==> config.mk <==
export PLATFORM = sky130hd
export DESIGN_NAME = grf_wb_sched
export DESIGN_NICKNAME = d
export VERILOG_FILES = /design/src/rtl/grf_sched_pkg.sv /design/src/rtl/grf_scoreboard.sv /design/src/rtl/grf_wb_sched.sv
export SDC_FILE = /design/constraint.sdc
export NUM_CORES = 1
export LEC_CHECK = 0
export ABC_AREA = 1
export CAP_MARGIN = 20
export CORE_MARGIN = 2
export CORE_UTILIZATION = 44
export CTS_CLUSTER_DIAMETER = 30
export CTS_CLUSTER_SIZE = 10
export DETAILED_ROUTE_END_ITERATION = 10
export PLACE_DENSITY_LB_ADDON = 0.05
export SYNTH_ARGS = -nofsm -noshare
export SYNTH_HDL_FRONTEND = slang
export SYNTH_SLANG_ARGS = --single-unit
==> constraint.sdc <==
create_clock -name Clk -period 3.6 [get_ports Clk]
set_clock_uncertainty 0.05 [all_clocks]
set_input_delay 0.72 -clock Clk [delete_from_list [all_inputs] [get_ports Clk]]
set_output_delay 0.72 -clock Clk [all_outputs]
set_load 0.01 [all_outputs]
==> src/rtl/grf_sched_pkg.sv <==
// Shared definitions for the GRF write-back scheduler.
//  REG_AW / NREG : register address width and register-file depth
//  grant_t       : which requester owns the GRF write port this cycle
//  grf_wr_t      : one registered GRF write (we, a3, wd, pc)
package grf_sched_pkg;

  localparam int REG_AW = 5;
  localparam int NREG   = 32;

  typedef enum logic [1:0] {
    GNT_NONE = 2'd0,
    REQ_P    = 2'd1,
    REQ_L    = 2'd2
  } grant_t;

  typedef struct packed {
    logic              we;
    logic [REG_AW-1:0] a3;
    logic [31:0]       wd;
    logic [31:0]       pc;
  } grf_wr_t;

endpackage

==> src/rtl/grf_scoreboard.sv <==
// Register ownership scoreboard for long-latency ops.
//  Clk, Reset_n          : clock, async active-low reset
//  iss_valid/rs/rt/dst   : instruction presented by decode
//  iss_long              : instruction writes back through the long unit
//  clr_valid, clr_addr   : long-unit write granted this cycle (releases clr_addr)
//  iss_stall             : decode must hold (RAW/WAW hazard or long unit full)
module grf_scoreboard
  import grf_sched_pkg::*;
#(
  parameter int MAX_LONG = 4
) (
  input  logic              Clk,
  input  logic              Reset_n,
  input  logic              iss_valid,
  input  logic [REG_AW-1:0] iss_rs,
  input  logic [REG_AW-1:0] iss_rt,
  input  logic [REG_AW-1:0] iss_dst,
  input  logic              iss_long,
  input  logic              clr_valid,
  input  logic [REG_AW-1:0] clr_addr,
  output logic              iss_stall
);

  localparam int CW = $clog2(MAX_LONG + 1);

  // $0 is never owed, so only bits 31:1 are stored.
  logic [NREG-1:1] pending_q;
  logic [NREG-1:0] pending;
  logic [NREG-1:0] set_mask;
  logic [NREG-1:0] clr_mask;
  logic [CW-1:0]   cnt;
  logic            full;
  logic            inc;
  logic            dec;

  assign pending = {pending_q, 1'b0};
  assign full    = (cnt == CW'(MAX_LONG));

  // Uses registered ownership only: a same-cycle L grant does not unstall.
  assign iss_stall = iss_valid & (pending[iss_rs] | pending[iss_rt] | pending[iss_dst] |
                                  (iss_long & (iss_dst != '0) & full));

  assign inc = iss_valid & ~iss_stall & iss_long & (iss_dst != '0);
  assign dec = clr_valid & (clr_addr != '0);

  // NOTE: give every always_comb output a default first so no latch is inferred.
  always_comb begin
    set_mask = '0;
    clr_mask = '0;
    if (inc) set_mask[iss_dst] = 1'b1;
    if (dec) clr_mask[clr_addr] = 1'b1;
  end

  // NOTE: sequential state is updated with non-blocking assignments only.
  always_ff @(posedge Clk or negedge Reset_n) begin
    if (!Reset_n) begin
      pending_q <= '0;
      cnt       <= '0;
    end else begin
      // Clear applied after set: if both hit one register, the L grant wins.
      pending_q <= (pending_q | set_mask[NREG-1:1]) & ~clr_mask[NREG-1:1];
      case ({inc, dec})
        2'b10:   if (!full) cnt <= cnt + CW'(1);
        2'b01:   if (cnt != '0) cnt <= cnt - CW'(1);
        default: cnt <= cnt;
      endcase
    end
  end

  // A release with nothing in flight means the long unit broke protocol.
  assert property (@(posedge Clk) disable iff (!Reset_n) !(dec && !inc && (cnt == '0)));

endmodule

==> src/rtl/grf_wb_sched.sv <==
// Write-back scheduler for the single GRF write port.
//  Clk, Reset_n                 : clock, async active-low reset
//  iss_*  / iss_stall           : decode interface and hazard stall
//  p_valid/addr/data/pc, wb_hold: W-stage write request; hold when L is forced
//  l_valid/addr/data/pc, l_ready: long-unit write request and acceptance
//  grf_we/a3/wd/pc              : registered GRF write port
// P has fixed priority; after MAX_WAIT consecutive losses L is forced through.
module grf_wb_sched
  import grf_sched_pkg::*;
#(
  parameter int MAX_LONG = 4,
  parameter int MAX_WAIT = 3
) (
  input  logic              Clk,
  input  logic              Reset_n,
  input  logic              iss_valid,
  input  logic [REG_AW-1:0] iss_rs,
  input  logic [REG_AW-1:0] iss_rt,
  input  logic [REG_AW-1:0] iss_dst,
  input  logic              iss_long,
  output logic              iss_stall,
  input  logic              p_valid,
  input  logic [REG_AW-1:0] p_addr,
  input  logic [31:0]       p_data,
  input  logic [31:0]       p_pc,
  output logic              wb_hold,
  input  logic              l_valid,
  input  logic [REG_AW-1:0] l_addr,
  input  logic [31:0]       l_data,
  input  logic [31:0]       l_pc,
  output logic              l_ready,
  output logic              grf_we,
  output logic [REG_AW-1:0] grf_a3,
  output logic [31:0]       grf_wd,
  output logic [31:0]       grf_pc
);

  localparam int WW = $clog2(MAX_WAIT + 2);

  grant_t        grant;
  logic          force_l;
  logic [WW-1:0] wait_cnt;
  grf_wr_t       wr_d;
  grf_wr_t       wr_q;

  always_comb begin
    force_l = l_valid && (wait_cnt == WW'(MAX_WAIT));
    grant   = GNT_NONE;
    if (force_l)      grant = REQ_L;
    else if (p_valid) grant = REQ_P;
    else if (l_valid) grant = REQ_L;
  end

  assign wb_hold = force_l;
  assign l_ready = (grant == REQ_L);

  always_comb begin
    wr_d = '0;
    case (grant)
      REQ_P: begin
        wr_d.we = (p_addr != '0);
        wr_d.a3 = p_addr;
        wr_d.wd = p_data;
        wr_d.pc = p_pc;
      end
      REQ_L: begin
        wr_d.we = (l_addr != '0);
        wr_d.a3 = l_addr;
        wr_d.wd = l_data;
        wr_d.pc = l_pc;
      end
      default: wr_d = '0;
    endcase
  end

  always_ff @(posedge Clk or negedge Reset_n) begin
    if (!Reset_n) begin
      wait_cnt <= '0;
      wr_q     <= '0;
    end else begin
      // Forced grant bounds wait_cnt at MAX_WAIT, so no saturation needed.
      if (!l_valid || (grant == REQ_L)) wait_cnt <= '0;
      else                              wait_cnt <= wait_cnt + WW'(1);
      wr_q <= wr_d;
    end
  end

  assign grf_we = wr_q.we;
  assign grf_a3 = wr_q.a3;
  assign grf_wd = wr_q.wd;
  assign grf_pc = wr_q.pc;

  grf_scoreboard #(.MAX_LONG(MAX_LONG)) u_scoreboard (
    .Clk       (Clk),
    .Reset_n   (Reset_n),
    .iss_valid (iss_valid),
    .iss_rs    (iss_rs),
    .iss_rt    (iss_rt),
    .iss_dst   (iss_dst),
    .iss_long  (iss_long),
    .clr_valid (grant == REQ_L),
    .clr_addr  (l_addr),
    .iss_stall (iss_stall)
  );

endmodule

# Word-level counts from Yosys, hierarchy flattened
# Cells that the tools add are included.
totals:
  regBits: 107
  mem_bits_rw: 0
  n_memories: 0
  romBits: 0
  latchBits: 0
  out_inout_bits: 73
classes:
  n_bitwise: 14
  multipliers: 0
  eq_ne: 8
  reduce_logical: 11
  n_addsub: 3
  shifts: 0
  div: 0
  order_cmp: 6
  mux: 20
op_table:
  columns: ["cell", "n"]
  rows:
  - ["case mux 70 bit (2 select lines)", 1]
  - ["two-way mux 32 bit", 2]
  - ["bitwise AND 31 bit", 1]
  - ["inverter 31 bit", 1]
  - ["bitwise OR 31 bit", 1]
  - ["< comparator 5 x 6 -> 1 bit, second input constant", 4]
  - ["binary-select mux 1 bit (select 5 bit)", 3]
  - ["nonzero test 5 bit", 3]
  - ["demux 1 bit (select 5 bit)", 2]
  - [">= comparator 5 x 1 -> 1 bit, second input constant", 2]
  - ["two-way mux 3 bit", 3]
  - ["bitwise AND 1 bit", 7]
  - ["adder 3 x 1 -> 3 bit, second input constant", 2]
  - ["two-way mux 2 bit", 3]
  - ["case mux 3 bit (2 select lines)", 1]
  - ["two-way mux 1 bit", 5]
  - ["equality test 2 x 1 -> 1 bit, second input constant", 2]
  - ["equality test 2 bit, second input constant", 2]
  - ["equality test 3 x 2 -> 1 bit, second input constant", 1]
  - ["equality test 3 bit, second input constant", 1]
  - ["logical AND 1 bit", 3]
  - ["bitwise OR 1 bit", 3]
  - ["AND reduction 3 bit", 1]
  - ["nonzero test 3 bit", 1]
  - ["7 further kinds", 7]

# Logic depth before layout (Yosys ltp)
depth:
  word_depth: 13
  ltp_mapped: 21
  depth_no_buf: 19

# Modules after synthesis
# Synthesis repeated with hierarchy kept, for this count alone.
hier_totals:
  cells_unflattened: 784
  area_unflattened_um2: 5925.7
modules_own_cells:
  columns: ["module", "area_per_inst_um2", "cells_each", "n_inst", "seq_area_each_um2"]
  rows:
  - ["grf_wb_sched", 2995.4, 332, 1, 1826.8]
  - ["grf_scoreboard", 2930.3, 452, 1, 850.8]

# Worst setup path after synthesis
# Ideal clock, no wire load.
synth_timing:
  path_type: "input-to-reg"
  from: "input l_valid"
  to: "register u_scoreboard.cnt[2]"
  t_arrival_ns: 2.875
  slack_ns: 0.596
  path_stages: 12
  cell_sequence: "inv_1 o21ai_0 ha_1 clkbuf_1 o21ai_1 inv_1 ha_1 inv_1 fa_1 or2_2 a21oi_1 xor2_1"
synth_via:
  elab_chain_len: 8
synth_lines:
  columns: ["item", "line_no", "source"]
  rows:
  - ["from (decl)", "grf_wb_sched.sv:27", "input logic l_valid,"]
  - ["two-way mux 2 bit", "grf_wb_sched.sv:51", "else if (l_valid) grant = REQ_L;"]
  - ["two-way mux 2 bit", "grf_wb_sched.sv:50", "else if (p_valid) grant = REQ_P;"]
  - ["two-way mux 2 bit (*)", "grf_wb_sched.sv:49", "if (force_l) grant = REQ_L;"]
  - ["equality test 2 bit (*)", null, null]
  - ["named net l_ready", "grf_wb_sched.sv:31", "output logic l_ready,"]
  - ["bitwise AND 1 bit (*)", "grf_scoreboard.sv:44", "assign dec = clr_valid & (clr_addr != '0);"]
  - ["equality test 2 x 1 -> 1 bit / equality test 2 bit (equally long branches)", "grf_scoreboard.sv:62", "case ({inc, dec})"]
  - ["inequality test 2 x 1 -> 1 bit (no line), or another cell as far along", null, null]
  - ["AND reduction 3 bit (no line)", null, null]
  - ["to (signal assigned)", "grf_scoreboard.sv:63", "2'b10: if (!full) cnt <= cnt + CW'(1);"]
  - ["to (signal assigned)", "grf_scoreboard.sv:64", "2'b01: if (cnt != '0) cnt <= cnt - CW'(1);"]
  - ["to (signal assigned)", "grf_scoreboard.sv:65", "default: cnt <= cnt;"]
  - ["to (decl)", "grf_scoreboard.sv:31", "logic [CW-1:0] cnt;"]
# The timed path passes the listed nets; every way through them passes the cells marked *.
# A chain may end at the register's enable or synchronous reset.

# Worst setup path in the final report
layout_timing:
  from: "input iss_dst[0]"
  to: "register u_scoreboard.cnt[2]"
layout_via:
  elab_chain_len: 12
layout_lines:
  columns: ["item", "line_no", "source"]
  rows:
  - ["from (decl)", "grf_wb_sched.sv:19", "input logic [REG_AW-1:0] iss_dst,"]
  - ["binary-select mux 1 bit (select 5 bit) / nonzero test 5 bit (equally long branches)", "grf_scoreboard.sv:40, grf_scoreboard.sv:41, grf_scoreboard.sv:43", null]
  - ["two-way mux 1 bit (implied by the code) / bitwise AND 1 bit (equally long branches)", "grf_scoreboard.sv:40, grf_scoreboard.sv:41", null]
  - ["bitwise OR 1 bit / bitwise AND 1 bit (equally long branches)", "grf_scoreboard.sv:40, grf_scoreboard.sv:41", null]
  - ["bitwise OR 1 bit", "grf_scoreboard.sv:40", "assign iss_stall = iss_valid & (pending[iss_rs] | pending[iss_rt] | pending[iss_dst] |"]
  - ["bitwise AND 1 bit", "grf_scoreboard.sv:40", null]
  - ["inverter 1 bit", "grf_scoreboard.sv:43", "assign inc = iss_valid & ~iss_stall & iss_long & (iss_dst != '0);"]
  - ["bitwise AND 1 bit (2 in series)", "grf_scoreboard.sv:43", null]
  - ["bitwise AND 1 bit (*)", "grf_scoreboard.sv:43", null]
  - ["equality test 2 x 1 -> 1 bit / equality test 2 bit (equally long branches)", "grf_scoreboard.sv:62", null]
  - ["inequality test 2 x 1 -> 1 bit (no line), or another cell as far along", null, null]
  - ["AND reduction 3 bit (no line)", null, null]
# Every way passes the cells marked *; elsewhere a longest branch is shown, timed or not. The select of a mux whose other input is x is not followed.

==> run_results.csv <==
group,metric,value,unit
timing,worst_margin_slew,0.740,ns
pwr,p_leak,0.00404,µW
status,outcome,"finished clean",
yosys,synthDistinctLibCells,32,
yosys,ys.warnings.count,0,
floorplan,standard_cell_core_area,13200,µm²
clocking,cts_setup_buffers,0,
final_layout,drive_gt1_share,6.85,%
floorplan,std_cell_rows,42,
setup_path,end_kind,"flop",
clocking,cts.reportedPaths.clkPinSlew,0.08,ns
grt,grt_antenna_before_repair,0,
detailed_routing,drc,0,
floorplan,io_pins,232,
grt,grt_first_pass_wirelength,32.7,mm
timing,timing.slew.headroom,50.7,%
floorplan,initial_core_util,44.9,%
job,max_cap_viol_count,0,
setup_path,cp-start-kind,"input port",
clocking,clock_latency,0.35,ns
pwr,p_per_area,376,nW/µm²
final_layout,finalNonFillerCells,1241,
setup_path,critPathKind,"input port to flop",
yosys,synth-edff-count,0,
setup_path,cp_max_fanout,25,
clocking,htreeDepth,3,
detailed_routing,drt-wirelength-per-cell,17.1,µm
grt,grt_max_degree,71,
setup_path,setup.reg_to_reg.worst_slack,0.83,ns
final_layout,antenna_cells_inserted,0,
detailed_routing,via_per_inst,5.14,
setup_path,worstSetupEndpoint,"u_scoreboard.cnt[2]",
detailed_routing,postRouteWirelength,21.2,mm
place,place_hpwl,15.9,mm
clocking,cts_tree,"yes",
timing,timing.final.max_slew_violations,0,
yosys,synth_largest_area_cell,"dfrtp_1",
yosys,synth_nets,997,
setup_path,timing.critical_path.required,3.82,ns
detailed_routing,route.vias.total,6374,
yosys,post_synth_arst_share,100,%
final_layout,fillCellCount,1200,
floorplan,fp.dieArea,14500,µm²
pwr,power.combinational.fraction,28.4,%
place,buffer_ports.inserted,231,
place,preCtsSetupSlack,-0.0294,ns
setup_path,worstPathArrival,3.43,ns
yosys,synth_top_area_cells,"dfrtp_1 45%, nand2_1 18%, a21oi_1 8.5%",
clocking,cts_hold_buf,0,
clocking,cts.sinks,107,
setup_path,regToRegEndpoint,"u_scoreboard.cnt[2]",
detailed_routing,initialDrtViolationCount,514,
clocking,ctsResizeCount,0,
hold_path,worstHoldPathType,"input port to async pin",
timing,fin_hold_ws,0.374,ns
grt,track_usage,29.5,%
final_layout,finish.net_count,1226,
yosys,synth_top_area_share,45.0,%
timing,timing.final.crit_share,89.1,%
pwr,internal_power,2250,µW
pwr,switching_share,32.2,%
place,placedCellCount,1225,
clocking,cts_made_buffers,9,
timing,achievable-frequency,0.312,GHz
place,final_replace_weighted_congestion,0.987,
yosys,post_synth.cell_area_avg,7.16,µm²
floorplan,die-width,120,µm
setup_path,ff2ff_path_depth,18,
yosys,synth_seq_cells,107,
yosys,synth_commonest_cells,"288 x nand2_1, 107 x dfrtp_1, 101 x a21oi_1",
clocking,cts_root_buffer,"clkbuf_16",
yosys,synth.most_common_cell,"nand2_1",
setup_path,r2r-start,"u_scoreboard.pending_q[31]",
timing,rsz0062_at_grt,"false",
detailed_routing,final_antenna_net_count,0,
yosys,yosysSeqAreaShare,45.0,%
yosys,synth_flop_cell,"dfrtp_1",
detailed_routing,drt_first_pass_iters,5,
final_layout,area_growth_syn_to_layout,48.4,%
setup_path,critPathLaunch,"iss_dst[0]",
grt,first_global_vias,6016,
timing,pnr_worst_setup_slack,0.391,ns
pwr,ir_worst_vdd,0.266,mV
pwr,share_clk_of_total_power,28.7,%
yosys,synthesis.area,5950,µm²
timing,layout_min_cycle_time,3.21,ns
timing,report.final.hold_viol_count,0,
clocking,clock_tree_buf_depth,2,
yosys,count_of_mapped_cells_out_of_synthesis,831,
grt,grt_overflow,0,
pwr,p_seq_share,42.9,%
pwr,switchingPower,1070,µW
floorplan,die-height,120,µm
timing,setup-violations-final,0,
[logic make-up after synthesis]
logic type	Yosys count	synth area share (%)
buffers and inverters	126	9.75
and+or+nand+nor	472	33.3
xor gates and xnor gates	2	0.294
adders and majority gates	7	1.60
AOI/OAI and AO/OA	117	10.0
DFF	107	45.0
[power by group through the flow]
stage	Sequential [µW]	Combinational (µW)	Clock [µW]
2_1_floorplan	1440	435	0
3_3_place_gp	1440	927	0
3_5_place_dp	1440	936	0
4_1_cts	1420	940	972
5_1_grt	1430	1040	1020
6_report	1420	943	952
[stage by stage]
step | instance area (µm²) | setup TNS (ns) | total power (µW) | util [%]
global placement | 8510 | 0 | 2370 | 64.2
global route | 8830 | 0 | 3490 | 66.7
CTS | 8780 | 0 | 3330 | 66.3
detailed placement | 8510 | -0.0294 | 2380 | 64.2
finish | 8830 | 0 | 3320 | 66.7
floorplan | 5950 | 0 | 1870 | -
[worst max-delay path: stages]
cell,delay [ns]
clkdlybuf4s50_1,0.53
buf_12,0.18
nand2_1,0.06
o21ai_0,0.07
nand2_1,0.08
nand2_1,0.08
nand2_1,0.05
nand2_1,0.07
inv_1,0.04
nand3_2,0.08
nor2_4,0.04
nand2_1,0.07
inv_1,0.05
nand2_1,0.07
ha_1,0.20
inv_1,0.07
fa_1,0.37
or2_2,0.28
a21oi_1,0.17
xor2_1,0.15
[how the worst min path moves through the flow]
stage,start,endpoint,slack (ns),depth (start not counted)
after floorplan,wait_cnt[0],wait_cnt[0],0.36,1
after global placement,wait_cnt[0],wait_cnt[0],0.38,1
after detailed placement,wait_cnt[0],wait_cnt[0],0.38,1
after CTS,Reset_n,grf_pc[4],0.39,1
after global routing,Reset_n,grf_pc[4],0.42,1
final,Reset_n,grf_pc[16],0.37,1
[routing by layer]
| metal | part of all wire, % | wire, µm | track usage, % |
|---|---|---|---|
| met5 | 0 | 0 | 0 |
| met4 | 3.8 | 805 | 11.0 |
| met3 | 9.8 | 2070 | 11.0 |
| met2 | 48 | 10200 | 48.5 |
| met1 | 38 | 8090 | 35.5 |
[placed cells by master, fill, tap and decap left out, types with 3 or more instances in the layout]
cell and n:
inv_2 3, dfrtp_1 107, buf_12 4, clkbuf_16 9, clkdlybuf4s50_1 226, inv_6 3
o21ai_0 8, o21ai_1 4, nand2_1 288, dlymetal6s2s_1 4, nor3_1 12, nand3_1 58
inv_1 76, buf_4 29, nor2_1 66, a21oi_1 101, nand4_1 30, nor2_2 6
ha_1 4, nor3_2 5
[cell type report]
type                       count  area (µm²)  area share, %
inverter                      80         303           3.43
tap                          176         220           2.49
multi-input combinational    598        2740           31.0
sequential                   107        2680           30.3
timing repair buffer         264        2620           29.7
clock inverter                 5        42.5          0.482
clock buffer                  11         233           2.63
[flip-flops by register name, indices dropped and copies added, names as in the netlist]
register / flops
grf_pc: 32
grf_wd: 32
u_scoreboard.pending_q: 31
grf_a3: 5
u_scoreboard.cnt: 3
wait_cnt: 3
grf_we: 1
Note: power is estimated with default switching activity, not from simulation.
